$ cat src/rtl/zipo_fetch_unit_pkg.sv
// zipo_fetch_unit_pkg: shared widths, PC step, reset PC and instruction-extraction helper for the fetch stage
`ifndef INITIAL_PC
`define INITIAL_PC 64'h0000_0000_0000_1000
`endif
package zipo_fetch_unit_pkg;
  localparam int RV_INSTR_W = 32;
  localparam int XLEN = 64;
  localparam int QENTRY_W = RV_INSTR_W + XLEN;
  localparam logic [XLEN-1:0] PC_INC = 64'd4;
  localparam logic [XLEN-1:0] DEFAULT_INITIAL_PC = `INITIAL_PC;
  function automatic logic [RV_INSTR_W-1:0] pick_instr(input logic [XLEN-1:0] pc, input logic [XLEN-1:0] word);
    return pc[2] ? word[63:32] : word[31:0];
  endfunction
endpackage

$ cat src/rtl/zipo_sync_fifo.sv
// zipo_sync_fifo: synchronous FIFO with flush; head data reads as zero while empty
module zipo_sync_fifo #(
  parameter int W = 8,
  parameter int DEPTH = 4
) (
  input  logic                       clk,
  input  logic                       rst,
  input  logic                       flush,
  input  logic                       push,
  input  logic [W-1:0]               din,
  input  logic                       pop,
  output logic [W-1:0]               dout,
  output logic [$clog2(DEPTH+1)-1:0] count,
  output logic                       empty,
  output logic                       full
);
  localparam int AW = $clog2(DEPTH);
  localparam int CW = $clog2(DEPTH + 1);
  logic [W-1:0] mem [DEPTH];
  logic [AW-1:0] wr_ptr, rd_ptr;
  logic do_push, do_pop;
  assign empty = count == '0;
  assign full = count == CW'(DEPTH);
  assign do_pop = pop && !empty;
  assign do_push = push && (!full || do_pop);
  assign dout = empty ? '0 : mem[rd_ptr];
  // pointers and occupancy; flush behaves like reset
  always_ff @(posedge clk) begin
    if (rst || flush) begin
      wr_ptr <= '0;
      rd_ptr <= '0;
      count <= '0;
    end else begin
      if (do_push) wr_ptr <= (wr_ptr == AW'(DEPTH - 1)) ? '0 : wr_ptr + AW'(1);
      if (do_pop) rd_ptr <= (rd_ptr == AW'(DEPTH - 1)) ? '0 : rd_ptr + AW'(1);
      count <= count + CW'(do_push) - CW'(do_pop);
    end
  end
  // storage needs no reset: entries are only read while counted as valid
  always_ff @(posedge clk) begin
    if (do_push) mem[wr_ptr] <= din;
  end
endmodule

$ cat src/rtl/zipo_fetch_unit.sv
// zipo_fetch_unit: in-order instruction fetch with slot-reserved queue and redirect flush
module zipo_fetch_unit
  import zipo_fetch_unit_pkg::*;
#(
  parameter logic [63:0] INITIAL_PC = DEFAULT_INITIAL_PC,
  parameter int QUEUE_DEPTH = 4,
  parameter int MAX_OUTSTANDING = 2
) (
  input  logic        clk,
  input  logic        rst,
  output logic        mem_req_valid,
  input  logic        mem_req_ready,
  output logic [63:0] mem_addr,
  input  logic        mem_resp_valid,
  input  logic [63:0] mem_rdata,
  output logic        out_valid,
  input  logic        out_ready,
  output logic [31:0] out_instr,
  output logic [63:0] out_pc,
  input  logic        redirect_valid,
  input  logic [63:0] redirect_pc
);
  localparam int QCW = $clog2(QUEUE_DEPTH + 1);
  localparam int OW = $clog2(MAX_OUTSTANDING + 1);
  logic [XLEN-1:0] fetch_pc, flight_pc;
  logic [OW-1:0] outstanding, drop_count, f_count;
  logic [QCW-1:0] q_count;
  logic [QENTRY_W-1:0] q_head;
  logic accept, resp_keep, q_empty, q_full, f_empty, f_full;
  logic unused_bits;
  assign unused_bits = ^{f_count, f_empty, f_full, q_full, redirect_pc[1:0]};
  assign mem_req_valid = !rst && !redirect_valid && int'(outstanding) < MAX_OUTSTANDING
                         && int'(q_count) + int'(outstanding) < QUEUE_DEPTH;
  assign mem_addr = {fetch_pc[XLEN-1:3], 3'b000};
  assign accept = mem_req_valid && mem_req_ready;
  assign resp_keep = mem_resp_valid && drop_count == '0;
  assign out_valid = !q_empty;
  assign {out_instr, out_pc} = q_head;
  // fetch PC, request accounting and stale-response drop counter
  always_ff @(posedge clk) begin
    if (rst) begin
      fetch_pc <= {INITIAL_PC[XLEN-1:2], 2'b00};
      outstanding <= '0;
      drop_count <= '0;
    end else if (redirect_valid) begin
      fetch_pc <= {redirect_pc[XLEN-1:2], 2'b00};
      outstanding <= outstanding - OW'(mem_resp_valid);
      drop_count <= outstanding - OW'(mem_resp_valid);
    end else begin
      if (accept) fetch_pc <= fetch_pc + PC_INC;
      outstanding <= outstanding + OW'(accept) - OW'(mem_resp_valid);
      if (mem_resp_valid && drop_count != '0) drop_count <= drop_count - OW'(1);
    end
  end
  zipo_sync_fifo #(.W(XLEN), .DEPTH(MAX_OUTSTANDING)) u_flight (
    .clk(clk), .rst(rst), .flush(redirect_valid),
    .push(accept), .din(fetch_pc), .pop(resp_keep), .dout(flight_pc),
    .count(f_count), .empty(f_empty), .full(f_full)
  );
  zipo_sync_fifo #(.W(QENTRY_W), .DEPTH(QUEUE_DEPTH)) u_queue (
    .clk(clk), .rst(rst), .flush(redirect_valid),
    .push(resp_keep && !redirect_valid), .din({pick_instr(flight_pc, mem_rdata), flight_pc}),
    .pop(out_ready), .dout(q_head),
    .count(q_count), .empty(q_empty), .full(q_full)
  );
endmodule

$ cat config.mk
export PLATFORM = sky130hd
export DESIGN_NAME = zipo_fetch_unit
export DESIGN_NICKNAME = d
export VERILOG_FILES = /design/src/rtl/zipo_fetch_unit_pkg.sv /design/src/rtl/zipo_sync_fifo.sv /design/src/rtl/zipo_fetch_unit.sv
export SDC_FILE = /design/constraint.sdc
export NUM_CORES = 1
export LEC_CHECK = 0
export BUFFER_PORTS_ARGS = -buffer_cell sky130_fd_sc_hd__clkbuf_2
export CAP_MARGIN = 20
export CORE_MARGIN = 2
export CORE_UTILIZATION = 53
export CTS_BUF_LIST = sky130_fd_sc_hd__clkbuf_4 sky130_fd_sc_hd__clkbuf_8
export CTS_CLUSTER_SIZE = 25
export DETAILED_ROUTE_END_ITERATION = 6
export PLACE_DENSITY_LB_ADDON = 0.15
export SYNTH_ARGS = -nofsm -noshare
export SYNTH_HDL_FRONTEND = slang
export SYNTH_SLANG_ARGS = --single-unit
$ cat constraint.sdc
create_clock -name clk -period 6.55 [get_ports clk]
set_input_delay 0.655 -clock clk [delete_from_list [all_inputs] [get_ports clk]]
set_output_delay 0.655 -clock clk [all_outputs]
set_load 0.005 [all_outputs]
Word level (Yosys, flattened, before mapping)
Memory sizes are Yosys's and may differ from the RTL's. A register that Yosys moved wholly into a read port is not among the register bits.
Cells that the tools add are included.
{ "word_totals": {"output_inout_bits": 162, "mem_bits_rw": 512, "elab_cells": 79, "register_bits": 79, "latchBits": 0, "rom_bits": 0, "n_memories": 2} }
{ "classes": {"add_sub_neg": 14, "eq_ne": 4, "muxes": 20, "multipliers": 0, "bitwise_logic": 0, "n_reduce_logical": 27, "shift": 0, "n_lt_le_gt_ge": 2, "div": 0} }
{ "mem_list": {"columns": ["memory", "depth", "word_bits", "rd", "rd_ports_with_merged_regs", "wr", "line", "rtl"], "rows": [
  ["u_queue.mem", 4, 96, 1, 1, 1, "zipo_sync_fifo.sv:19", "logic [W-1:0] mem [DEPTH];"],
  ["u_flight.mem", 2, 64, 1, 1, 1, "zipo_sync_fifo.sv:19", null]
]} }
{ "ops": {"columns": ["operator", "n"], "rows": [
  ["64-bit two-way mux", 3],
  ["96-bit two-way mux", 1],
  ["64-bit by 3-bit adder with 64-bit output, second input constant", 1],
  ["32-bit two-way mux", 1],
  ["2-bit two-way mux", 7],
  ["1-bit logical AND", 11],
  ["1-bit two-way mux", 8],
  ["2-bit equality test, second input constant", 3],
  ["1-bit logical NOT", 6],
  ["2-bit nonzero test", 3],
  ["2-bit by 1-bit subtractor with 2-bit output", 3],
  ["2-bit by 1-bit adder with 2-bit output", 2],
  ["2-bit by 1-bit adder with 2-bit output, second input constant", 2],
  ["3-bit by 2-bit adder with 4-bit output", 1],
  ["2-bit logical NOT", 2],
  ["4-bit by 3-bit less-than comparator with 1-bit output, second input constant", 1],
  ["3-bit by 1-bit adder with 3-bit output", 1],
  ["3-bit equality test, second input constant", 1],
  ["3-bit logical NOT", 1],
  ["1-bit logical OR", 3],
  ["3-bit by 1-bit subtractor with 3-bit output", 1],
  ["1-bit adder, second input constant", 2],
  ["2-bit less-than comparator, second input constant", 1],
  ["2-bit OR reduction", 1],
  ["2-bit by 1-bit subtractor with 2-bit output, second input constant", 1]
]} }

Depth between registers and ports, before layout
{ "depth": {"depth_word": 8, "mapped_depth": 13, "ltp_nobuf": 11} }

Cells and area by module
Synthesis repeated with hierarchy kept, for this count alone.
{ "unflattened": {"cells_unflattened": 1605, "area_unflattened_um2": 24960.2} }
{ "by_module_without_submodules": {"columns": ["module", "n_inst", "area_per_inst_um2", "seq_area_each_um2", "cells_per_inst"], "rows": [
  ["zipo_sync_fifo (u_queue)", 1, 14964.4, 11711.2, 660],
  ["zipo_sync_fifo (u_flight)", 1, 5054.8, 3943.8, 301],
  ["zipo_fetch_unit", 1, 4941.0, 1321.3, 644]
]} }

Worst setup path after synthesis
No wires, ideal clock.
{ "synth_timing": {"path_kind": "in2reg", "start": "input mem_req_ready", "end": "memory u_flight.mem[0][10] (netlist name) (enable)", "required_ns": 6.060, "setup_slack_ns": 1.413, "arrival_ns": 4.647, "cell_stages": 6, "path_cell_list": "or4b_1 -> nor3_2 -> inv_2 -> clkbuf_1 -> a31oi_1 -> nor2b_1"} }
{ "synth_between": {"elab_chain_len": 4} }
{ "synth_rtl": {"columns": ["item", "line", "rtl"], "rows": [
  ["start, declared", "zipo_fetch_unit.sv:12", "input logic mem_req_ready,"],
  ["1-bit logical AND", "zipo_fetch_unit.sv:35", "assign accept = mem_req_valid && mem_req_ready;"],
  ["1-bit logical AND", "zipo_sync_fifo.sv:25", "assign do_push = push && (!full || do_pop);"],
  ["1-bit two-way mux", "zipo_sync_fifo.sv:41", "if (do_push) mem[wr_ptr] <= din;"],
  ["1-bit two-way mux (not written as such)", "zipo_sync_fifo.sv:41", null],
  ["end, declared", "zipo_sync_fifo.sv:19", null]
]} }
Every way passes these cells.

==> qor.csv <==
metric;value;unit
setup slack after layout;2.71;ns
CP startpoint kind;register;
data arrival time of the critical path;3.18;ns
core region area;45300;um2
die area;47500;um2
setup violators final;0;
first-pass GRT wire length;82700;um
Min Hold Slack;0.189;ns
Slew Limit Fails;0;
worst slack, placed;2.58;ns
Max Clock Freq;260;MHz
Synth area leaders;edfxtp_1, mux4_2, dfxtp_1, mux2i_1, and2_1;
CTS tree;built;
slowest stage delay, CP;0.80;ns
die height;218;um
# rows;78;
post-route ant nets;0;
crit end category;primary output;
critical path fanouts, max;37;
Tmin final;3.84;ns
Mapped Cells;1541;
Max VDD drop;140;uV
Layout Skew;0.0338;ns
synth warn;0;
CP max stage cell;dfxtp_4;
unrepaired setup endpoints after global routing;no;
Critical Path RT;5.89;ns
leak pwr;9.49;nW
most frequent cell after synthesis;edfxtp_1;
Worst Tran Pin Value;1.09;ns
Fin Setup TNS;0;ns
DPL Wire Length;34100;um
# resized after CTS;0;
top post-synthesis cells by count;edfxtp_1, nor2_1, and2_1, mux4_2, dfxtp_1;
cts bufs inserted;95;
endpoints failing hold;0;
Buf+Inv Stages, Crit Path;2;
DRT iter0 DRCs;1115;
max_cap viols;0;
Vias;14000;
syn avg cell area;15.7;um2
H-tree Lvls;3;
ys flop type;edfxtp_1;
CTS Sinks;580;
GRT Total Usage;23.5;%
drt drc;0;
area leader, netlist;edfxtp_1;
area share of the largest cell type after synthesis;61.9;%
fin nets;1958;
worst relative slew slack;27.4;%
drt total wl;55500;um
Yosys cell types;64;
initial core utilization;53.5;%
Routed WL per cell;22.3;um
Hold-fix buffers, CTS;0;
Crit path max-delay family;buffers and inverters;
Post-CTS Setup Inserts;0;
Yosys reg bits;580;
Worst Setup Path Type;reg -> out;
clock tree buffer depth;3;
Initial DRT Pass Iterations;5;
Root Driver;clkbuf_8;
port bufs;288;
worst min-delay path category;in -> reg;
initial antenna violation count;2;
DR vias/cell;5.62;
pwr dens;279;nW/um2
largest net degree at the start of global routing;97;
area grow syn2layout;14.4;%
share of layout cells above drive strength 1;32.8;%
Async SR Flop Fraction;0;%
clk_lat worst skew;0.68;ns
clock slew at reported path FFs;0.06;ns
vias in the first global route;14000;
cell area after synthesis;24200;um2
Ports;296;
ordered cell list for the critical path;buf_4 > mux4_2 > and2_1 > clkbuf_2;
RD Place Congestion;0.821;
post-synthesis sequential area ratio;68.5;%
Die Wd;218;um
outcome;complete, no violations;
crit share post-route;58.6;%
global route overflow;0;
Post-synth EDFFs;500;
cells by family after synthesis:
group,count (synthesis),share of synthesized area [%]
AO/OA/AOI/OAI,116,3.00
XOR/XNOR,46,1.66
adder cells (fa/ha/maj),16,0.857
buffers and inverters,164,3.62
flip-flops,580,68.5
multiplexers,197,13.2
other,1,0.0155
AND/OR/NAND/NOR,421,9.15
worst paths after layout:
kind,startpoint,end,slack (ns),cells after the start
setup / recovery,register,out_pc[40],2.71,4
hold / removal,redirect_pc[33],fetch_pc[33],0.19,3
setup reg to reg,outstanding[1],u_flight.mem[1][3],3.04,7
hold reg to reg,u_queue.rd_ptr[1],register,0.47,2
per-layer routing:
metal,part of all wire (%),global-route usage (%),vias up
met4,2.8,9.30,0
met5,0,0,-
li1,-,-,6393
met2,49,38.1,484
met1,42,31.7,7004
met3,6.7,4.23,99
cell usage in the layout (no fill, tap or decap), drive strengths merged, types with 2 or more instances in the layout:
cell type	instances
clkbuf	428
a32oi	2
nor4b	3
buf	21
xnor2	35
xor2	11
or3	6
a21oi	44
edfxtp	500
mux2	34
a211oi	16
a31oi	7
clkinv	33
nand3	17
and4	12
and2	107
nand2	64
o21a	2
mux4	94
nor2	121
nor3	21
o311ai	4
nand4	25
nand2b	2
dfxtp	80
o21ai	17
or4	5
mux2i	69
a22oi	4
a221oi	2
conb	5
a311oi	2
diode	2
ha	15
or2	3
inv	23
nor4	16
and3	17
o22ai	7
registers in the layout, indices dropped and copies added, names as in the netlist, 3 cells and up, named ones only:
register / flops
u_queue.mem: 376
u_flight.mem: 124
fetch_pc: 62
u_queue.count: 3
worst min-delay path: cells and delay by family:
kind	cells	cell delay (ns)
AOI/OAI and AO/OA	1	0.07
and+or+nand+nor	1	0.04
buffers and inverters	1	0.08
through the flow:
step | std cells | total power [W] | cell area, um2 | util [%]
after floorplan | 1545 | 0.00456 | 24300 | -
after global placement | 2311 | 0.00478 | 25900 | 57.1
after detailed placement | 2311 | 0.00479 | 25900 | 57.1
after CTS | 2487 | 0.00783 | 27700 | 61.2
after global routing | 2489 | 0.00804 | 27700 | 61.3
final | 2489 | 0.00774 | 27700 | 61.3
power by group:
| group | switching (W) | total (W) | leakage (nW) | internal, W |
|---|---|---|---|---|
| clock | 0.00138 | 0.00304 | 1.00 | 0.00166 |
| combinational | 0.000298 | 0.000531 | 3.39 | 0.000233 |
| sequential | 0.0000786 | 0.00418 | 5.09 | 0.00410 |
cell type report:
cell class                      count  area, um2
Antenna cell                        2       5.00
Clock buffer                      140       1700
Clock inverter                     36        170
Fill cell                        3524      17500
Inverter                           21       78.8
Multi-Input combinational cell    801       6800
Sequential cell                   580      16600
Tap cell                          600        751
Timing Repair Buffer              309       1610
(Power assumes the default switching activity.)
